<file path="config.mk">
export PLATFORM = sky130hd
export DESIGN_NAME = drc_frm_upscaler
export DESIGN_NICKNAME = d
export VERILOG_FILES = /design/src/rtl/drc_frm_upscaler.sv
export SDC_FILE = /design/constraint.sdc
export NUM_CORES = 2
export LEC_CHECK = 0
export BUFFER_PORTS_ARGS = -buffer_cell sky130_fd_sc_hd__buf_2
export CAP_MARGIN = 20
export CORE_MARGIN = 1
export CORE_UTILIZATION = 40
export CTS_BUF_LIST = sky130_fd_sc_hd__clkbuf_8
export CTS_CLUSTER_SIZE = 30
export DETAILED_ROUTE_END_ITERATION = 8
export PLACE_DENSITY = 0.61
export SETUP_SLACK_MARGIN = 0.2
export SYNTH_ARGS = -nofsm -noshare
export SYNTH_HDL_FRONTEND = slang
export SYNTH_SLANG_ARGS = --single-unit
</file>
<file path="constraint.sdc">
create_clock -name clk -period 3.8 [get_ports clk]
set_input_delay 0.19 -clock clk [delete_from_list [all_inputs] [get_ports clk]]
set_output_delay 0.19 -clock clk [all_outputs]
set_load 0.01 [all_outputs]
</file>
<file path="src/rtl/drc_frm_upscaler.sv">
// 2x nearest-neighbour frame upscaler with valid/ready on both sides.
// The first copy of each row streams straight through; the second copy replays from a line buffer.
module drc_frm_upscaler #(
    parameter int I_PXL_W = 8,
    parameter int COL_NUM = 640,
    parameter int ROW_NUM = 480
) (
    input  logic               clk,
    input  logic               rst_n,
    input  logic [I_PXL_W-1:0] bwd_pxl_data_i,
    input  logic               bwd_pxl_last_i,
    input  logic               bwd_pxl_vld_i,
    output logic               bwd_pxl_rdy_o,
    output logic [I_PXL_W-1:0] fwd_pxl_data_o,
    output logic               fwd_pxl_last_o,
    output logic               fwd_pxl_vld_o,
    input  logic               fwd_pxl_rdy_i
);

    localparam int COLS = COL_NUM / 2;
    localparam int CW = (COLS > 1) ? $clog2(COLS) : 1;
    localparam logic [CW-1:0] LAST_COL = CW'(COLS - 1);

    // Odd geometry cannot be produced by a 2x upscale.
    if ((ROW_NUM % 2) != 0) begin : g_odd_rows_unsupported
    end
    if ((COL_NUM % 2) != 0) begin : g_odd_cols_unsupported
    end

    typedef enum logic {
        FIRST_ROW  = 1'b0,
        REPLAY_ROW = 1'b1
    } state_t;

    state_t             state_q;
    logic [I_PXL_W-1:0] pxl_q;
    logic               hold_q;
    logic               dup_q;
    logic               frame_last_q;
    logic [CW-1:0]      in_col;
    logic [CW-1:0]      rd_col;
    logic [I_PXL_W-1:0] line_buf [COLS];

    logic bwd_hsk;
    logic fwd_hsk;
    logic held_is_last_col;
    logic rd_last_col;

    // in_col has already wrapped once the last column pixel is held.
    assign held_is_last_col = hold_q & (in_col == '0);
    assign rd_last_col      = (rd_col == LAST_COL);

    always_comb begin
        bwd_pxl_rdy_o  = 1'b0;
        fwd_pxl_vld_o  = 1'b0;
        fwd_pxl_data_o = pxl_q;
        fwd_pxl_last_o = 1'b0;
        unique case (state_q)
            FIRST_ROW: begin
                bwd_pxl_rdy_o  = ~hold_q
                               | (dup_q & fwd_pxl_rdy_i & ~held_is_last_col);
                fwd_pxl_vld_o  = hold_q;
                fwd_pxl_data_o = pxl_q;
            end
            REPLAY_ROW: begin
                fwd_pxl_vld_o  = 1'b1;
                fwd_pxl_data_o = line_buf[rd_col];
                fwd_pxl_last_o = rd_last_col & dup_q & frame_last_q;
            end
            default: ;
        endcase
    end

    assign bwd_hsk = bwd_pxl_vld_i & bwd_pxl_rdy_o;
    assign fwd_hsk = fwd_pxl_vld_o & fwd_pxl_rdy_i;

    always_ff @(posedge clk) begin
        if (bwd_hsk) begin
            line_buf[in_col] <= bwd_pxl_data_i;
        end
    end

    always_ff @(posedge clk or negedge rst_n) begin
        if (!rst_n) begin
            state_q      <= FIRST_ROW;
            pxl_q        <= '0;
            hold_q       <= 1'b0;
            dup_q        <= 1'b0;
            frame_last_q <= 1'b0;
            in_col       <= '0;
            rd_col       <= '0;
        end else begin
            unique case (state_q)
                FIRST_ROW: begin
                    if (bwd_hsk) begin
                        pxl_q        <= bwd_pxl_data_i;
                        hold_q       <= 1'b1;
                        dup_q        <= 1'b0;
                        frame_last_q <= bwd_pxl_last_i;
                        in_col       <= (in_col == LAST_COL) ? '0 : in_col + 1'b1;
                    end else if (fwd_hsk) begin
                        if (!dup_q) begin
                            dup_q <= 1'b1;
                        end else begin
                            hold_q <= 1'b0;
                            dup_q  <= 1'b0;
                            if (held_is_last_col) begin
                                state_q <= REPLAY_ROW;
                                rd_col  <= '0;
                            end
                        end
                    end
                end
                REPLAY_ROW: begin
                    if (fwd_hsk) begin
                        dup_q <= ~dup_q;
                        if (dup_q) begin
                            if (rd_last_col) begin
                                state_q      <= FIRST_ROW;
                                hold_q       <= 1'b0;
                                frame_last_q <= 1'b0;
                                rd_col       <= '0;
                            end else begin
                                rd_col <= rd_col + 1'b1;
                            end
                        end
                    end
                end
                default: state_q <= FIRST_ROW;
            endcase
        end
    end

endmodule

</file>
* After elaboration in Yosys (flattened, before gate mapping) *
Memories as Yosys holds them, arrays and structs flattened.
Index checks and enable logic that the tools add are counted.

storage, ports and cells
  bits in registers = 30
  bits in writable memories = 2560
  bits of input ports = 13
  logic and storage cells = 77
  memories kept = 1

memory list
  name      depth  bits a word  rd ports  clocked after memory_dff  wr ports  RTL line  source
  line_buf  320    8            1         0                         1         42        logic [I_PXL_W-1:0] line_buf [COLS];

operators by class
  add/subtract/negate cells = 2
  eq/ne operators = 12
  multiplexer cells = 37
  bitwise operators = 12
  reduce and logical (&&, ||, !) cells = 6

operators by type and width
  kind                 count
  $mux 9               8
  $mux 1               22
  $add 9x1->9 const B  2
  $eq 9x9->1 const B   2
  $pmux 9 s2           1
  $pmux 8 s2           1
  $ne 2x2->1 const B   5
  $pmux 1 s2           5
  $logic_not 9->1      1
  $and 1x1->1          7
  $ne 2x1->1 const B   3
  $ne 3x3->1 const B   2
  $reduce_and 6->1     1
  $reduce_and 5->1     1
  $not 1->1            4
  $reduce_and 2->1     2
  $reduce_and 4->1     1
  $or 1x1->1           1

* Depth between registers and ports, before layout *
  word-level depth = 9
  depth in mapped cells = 13
  gate-level depth less buffers = 9

* Worst setup path after synthesis *
OpenSTA, ideal clock, no wires.

  path type = reg-to-reg
  from = register in_col[0]
  to = memory line_buf[127][0] (enable)
  setup time = 0.371 ns
  data arrival time = 2.599 ns
  setup slack = 0.831 ns
  cell stages (with the launch flop) = 10
  path through = dfrtp_1 inv_1 ha_1 or3b_2 o31ai_1 a211oi_2 clkbuf_1 nand2_1 clkbuf_1 nor2_1

on the way
  word-level cells in the longest chain between the ends = 9

RTL lines
  what                          RTL line  source
  from (decl)                   40        logic [CW-1:0] in_col;
  from (signal assigned)        100       in_col <= (in_col == LAST_COL) ? '0 : in_col + 1'b1;
  $logic_not 9->1               50        assign held_is_last_col = hold_q & (in_col == '0);
  $and 1x1->1                   50
  $not 1->1                     61        | (dup_q & fwd_pxl_rdy_i & ~held_is_last_col);
  $and 1x1->1                   61
  $or 1x1->1                    61
  $mux 1                        58        unique case (state_q)
  $and 1x1->1                   74        assign bwd_hsk = bwd_pxl_vld_i & bwd_pxl_rdy_o;
  $mux 1                        78        if (bwd_hsk) begin
  $mux 1 (implied by the code)  79        line_buf[in_col] <= bwd_pxl_data_i;
  to (decl)                     42

Several ways; a longest one is shown, not always the timed one.

* Final worst setup path *
  from = register rd_col[0]
  to = output fwd_pxl_data_o[3]

on the way
  word-level cells in the longest chain between the ends = 2

RTL lines
  what                    RTL line  source
  from (decl)             41        logic [CW-1:0] rd_col;
  from (signal assigned)  124       rd_col <= rd_col + 1'b1;
  $mem_v2 320x8           --
  $pmux 8 s2              58
  to (decl)               14        output logic [I_PXL_W-1:0] fwd_pxl_data_o,

Every way passes these cells.

==> flow_summary_export.csv <==
group,metric,value,unit
worst_setup_path,regToRegSetupSlack,0.23,ns
sta,finalMaxSlewViolations,0,
clock_tree,htree_levels,5,
die,num_rows,184,
clock_tree,clk_pin_slew_worst_paths,0.06,ns
logic_synthesis,netlist.area_leader.share,76.1,%
sta,worst_pin_slew,1.08,ns
logic_synthesis,synth_fp_nets,4779,
logic_synthesis,synthArstFlopShare,1.16,%
grt,antenna_found_initial,4,
worst_setup_path,crit_slowest_cell,"a2111oi_4",
routing,drc,0,
worst_setup_path,cp.arrival,4.60,ns
routing,dr.pass1.iters,8,
worst_setup_path,cp_cell_sequence,"buf_12 > clkbuf_16 > bufbuf_16 > nand3b_1 > buf_4 > buf_6 > o22ai_2 > or4_4 > o32ai_4 > o21ai_2 > a2111oi_4 > buf_4 > a311oi_4 > buf_2",
power,peakVddDrop,462,µV
worst_setup_path,cp-end-kind,"output pin",
clock_tree,cts-root-buf,"clkbuf_8",
grt,grt_max_degree,132,
routing,avgRoutedWirePerCell,30.1,µm
sta,setup_tns,-6.53,ns
logic_synthesis,synth_area,101000,µm²
die,die_h,505,µm
worst_setup_path,r2r-start,"in_col[0]$_DFFE_PN0P_",
die,ioPinCount,24,
outcome,violations,"setup timing",
cells_and_area,drive_gt1_share,34.6,%
worst_setup_path,slowest_delay,0.62,ns
placed_design,portBuffers,23,
logic_synthesis,seq_area_frac_synth,76.8,%
clock_tree,clk_path_buf_depth,4,
placed_design,place_ws,-0.484,ns
outcome,outcome,"finished with violations",
sta,finalHoldViolCount,0,
worst_setup_path,r2r_cells,10,
hold_path,holdPathStages,5,
logic_synthesis,synth_cell_type_count,75,
grt,grt_use_total,22.0,%
hold_path,hold-path-endpoint,"state_q$_DFF_PN0_",
power,power.static_leakage,38.9,nW
worst_setup_path,path_class,"reg2out",
logic_synthesis,yosys_warnings,0,
power,powerDensity,645,nW/µm²
worst_setup_path,crit_buf_inv,7,
routing,wl,282,mm
grt,grt_pass1_wl,401,mm
worst_setup_path,cp_max_fo,6,
worst_setup_path,crit_family,"buffers and inverters",
sta,fmax,0.209,GHz
placed_design,hpwl,176,mm
logic_synthesis,synth-seq-cells,2590,
hold_path,hold_path_startpoint,"fwd_pxl_rdy_i",
placed_design,dpl.cell_count,8496,
die,die-area,255000,µm²
routing,drtIter0Drc,6495,
clock_tree,numCtsBuffers,426,
logic_synthesis,synthFlopType,"edfxtp_1",
clock_tree,cts_tree,"yes",
sta,finClkSkew,0.0951,ns
logic_synthesis,synth_edf_count,2560,
cells_and_area,n_fill_cell,20489,
logic_synthesis,syn_area_per_cell,21.2,µm²
clock_tree,clk_latency,1.11,ns
die,die_w,505,µm
die,start_util,40.2,%
logic_synthesis,synthCells,4761,
job,max_cap_viol_count,0,
logic_synthesis,synth_top_area_cell,"edfxtp_1",
cells_and_area,stdcell_count,9355,
worst_setup_path,worstPathRequired,3.61,ns
worst_setup_path,start_kind,"flop",
placed_design,gp_congestion,0.895,
routing,via_per_inst,5.72,
worst_setup_path,regToRegEndpoint,"frame_last_q$_DFFE_PN0P_",
die,coreArea,251000,µm²
sta,setup_viol,8,
logic_synthesis,synth_area_leaders,"edfxtp_1 (76%), mux4_2 (14%), mux2i_1 (1.8%)",
sta,relSlewSlack,27.7,%
cells_and_area,area_growth,18.6,%
routing,num_vias,53507,
worst_setup_path,worst_path_most_repeated_cell,"buf_4",
grt,grt_overflow,0,
grt,grt_pass1_vias,54281,
clock_tree,clock-sinks,2590,
sta,fin_crit,4.79,ns
sta,rsz0062_at_grt,"yes",
sta,fin_crit_sh,126,%
sta,fin_ws,-0.987,ns
cells_and_area,layout.nets,5712,
routing,ant_nets,0,
hold_path,hold_class,"in2reg",
worst register-to-register path, cell delays in order (launching register included):
cell and delay [ns]:
dfrtp_1 0.43, inv_1 0.16, ha_2 0.28, or3b_2 0.54
o31ai_4 0.30, a211oi_4 0.22, buf_4 0.25, nand2_1 0.08
dlygate4sd3_1 0.56, o21ai_0 0.08, dlygate4sd3_1 0.56
cell usage after synthesis (all sizes together) (6+ instances only):
master	number
o21a	6
a221oi	33
a211oi	27
a31oi	18
nor2b	20
clkbuf	104
and3	7
o211ai	10
nand2b	6
mux2i	177
o22ai	37
xnor2	8
nor3	20
nand3b	6
inv	11
a32oi	6
mux4	634
buf	175
nand2	175
nand4	9
o221ai	17
o21ai	52
a2111oi	7
edfxtp	2560
and2	7
nand3	63
nor2	369
a21oi	39
a22oi	57
dfrtp	30
what timing repair did:
item,in CTS,in global routing
endpoints found under the setup margin,30,203
gates cloned,10,2
hold buffers,18,0
gates resized for setup,181,76
setup buffers,55,33
hold endpoints to repair,1717,0
pin swaps,29,38
metal layers:
metal / up-vias / global-route usage [%] / wire length, µm
met5: - / 0 / 0
met4: 0 / 9.28 / 11800
met3: 546 / 4.64 / 24800
met2: 2588 / 34.1 / 134000
met1: 28569 / 30.1 / 112000
li1: 21804 / - / -
registers in the layout, indices dropped and copies added (netlist names):
name	cells
rd_col	9
hold_q	1
state_q	1
frame_last_q	1
line_buf	2560
pxl_q	8
dup_q	1
in_col	9
cell type report:
| class | instances | area (µm²) | share of cell area [%] |
|---|---|---|---|
| well taps | 3348 | 4190 | 3.50 |
| flip-flops and latches | 2590 | 77600 | 64.8 |
| diodes | 3 | 7.51 | 0.00627 |
| clock inverters | 308 | 1720 | 1.43 |
| repair buffers | 784 | 7650 | 6.39 |
| clock buffers | 430 | 5920 | 4.94 |
| inverters | 11 | 48.8 | 0.0407 |
| multi-input cells | 1881 | 22600 | 18.9 |
per-stage QoR:
| step | power (W) | hold slack [ns] | utilization, % | cell area, µm² |
|---|---|---|---|---|
| floorplan | 0.0441 | -0.106 | - | 101000 |
| global placement | 0.0527 | 0.312 | 43.7 | 110000 |
| detailed placement | 0.0527 | 0.315 | 43.7 | 110000 |
| CTS | 0.0769 | 0.0409 | 47.4 | 119000 |
| global route | 0.0796 | 0.129 | 47.7 | 120000 |
| finish | 0.0773 | 0.138 | 47.7 | 120000 |
where the power goes:
group	total, W	internal (W)	switching (W)
clock	0.0225	0.0116	0.0109
sequential	0.0318	0.0316	0.000234
combinational	0.0230	0.0104	0.0126
cell families (layout without fill, tap and decap cells):
logic type | after synthesis | count (layout) | share of synthesized area [%]
DFF | 2590 | 2590 | 76.8
muxes | 815 | 815 | 15.9
and+or+nand+nor | 700 | 700 | 2.91
AOI/OAI and AO/OA | 350 | 350 | 2.46
buffers and inverters | 290 | 1533 | 1.70
xor gates and xnor gates | 11 | 11 | 0.0954
adders and majority gates | 5 | 5 | 0.0619
other | 0 | 3 | 0
how the worst max path moves through the flow:
stage	startpoint	endpoint	slack (ns)	depth (start not counted)
global route	rd_col[0]$_DFFE_PN0P_	fwd_pxl_data_o[4]	-1.06	13
floorplan	in_col[0]$_DFFE_PN0P_	line_buf[127][0]$_DFFE_PP_	0.83	9
detailed placement	rd_col[0]$_DFFE_PN0P_	fwd_pxl_data_o[3]	-0.48	11
CTS	rd_col[0]$_DFFE_PN0P_	fwd_pxl_data_o[3]	-1.04	13
global placement	rd_col[0]$_DFFE_PN0P_	fwd_pxl_data_o[1]	-1.28	9
finish	rd_col[0]$_DFFE_PN0P_	fwd_pxl_data_o[3]	-0.99	14
placed cells by master, fill, tap and decap left out, drive strengths merged, types with 8 or more instances in the layout:
master / count
a211oi: 27
a21oi: 39
a221oi: 33
a22oi: 57
a31oi: 18
buf: 760
bufinv: 16
clkbuf: 432
clkinv: 162
dfrtp: 30
dlygate4sd3: 17
edfxtp: 2560
inv: 137
mux2i: 177
mux4: 634
nand2: 175
nand3: 63
nand4: 9
nor2: 369
nor2b: 20
nor3: 20
o211ai: 10
o21ai: 52
o221ai: 17
o22ai: 37
xnor2: 8
No activity file was read; power rests on OpenSTA's default activity.
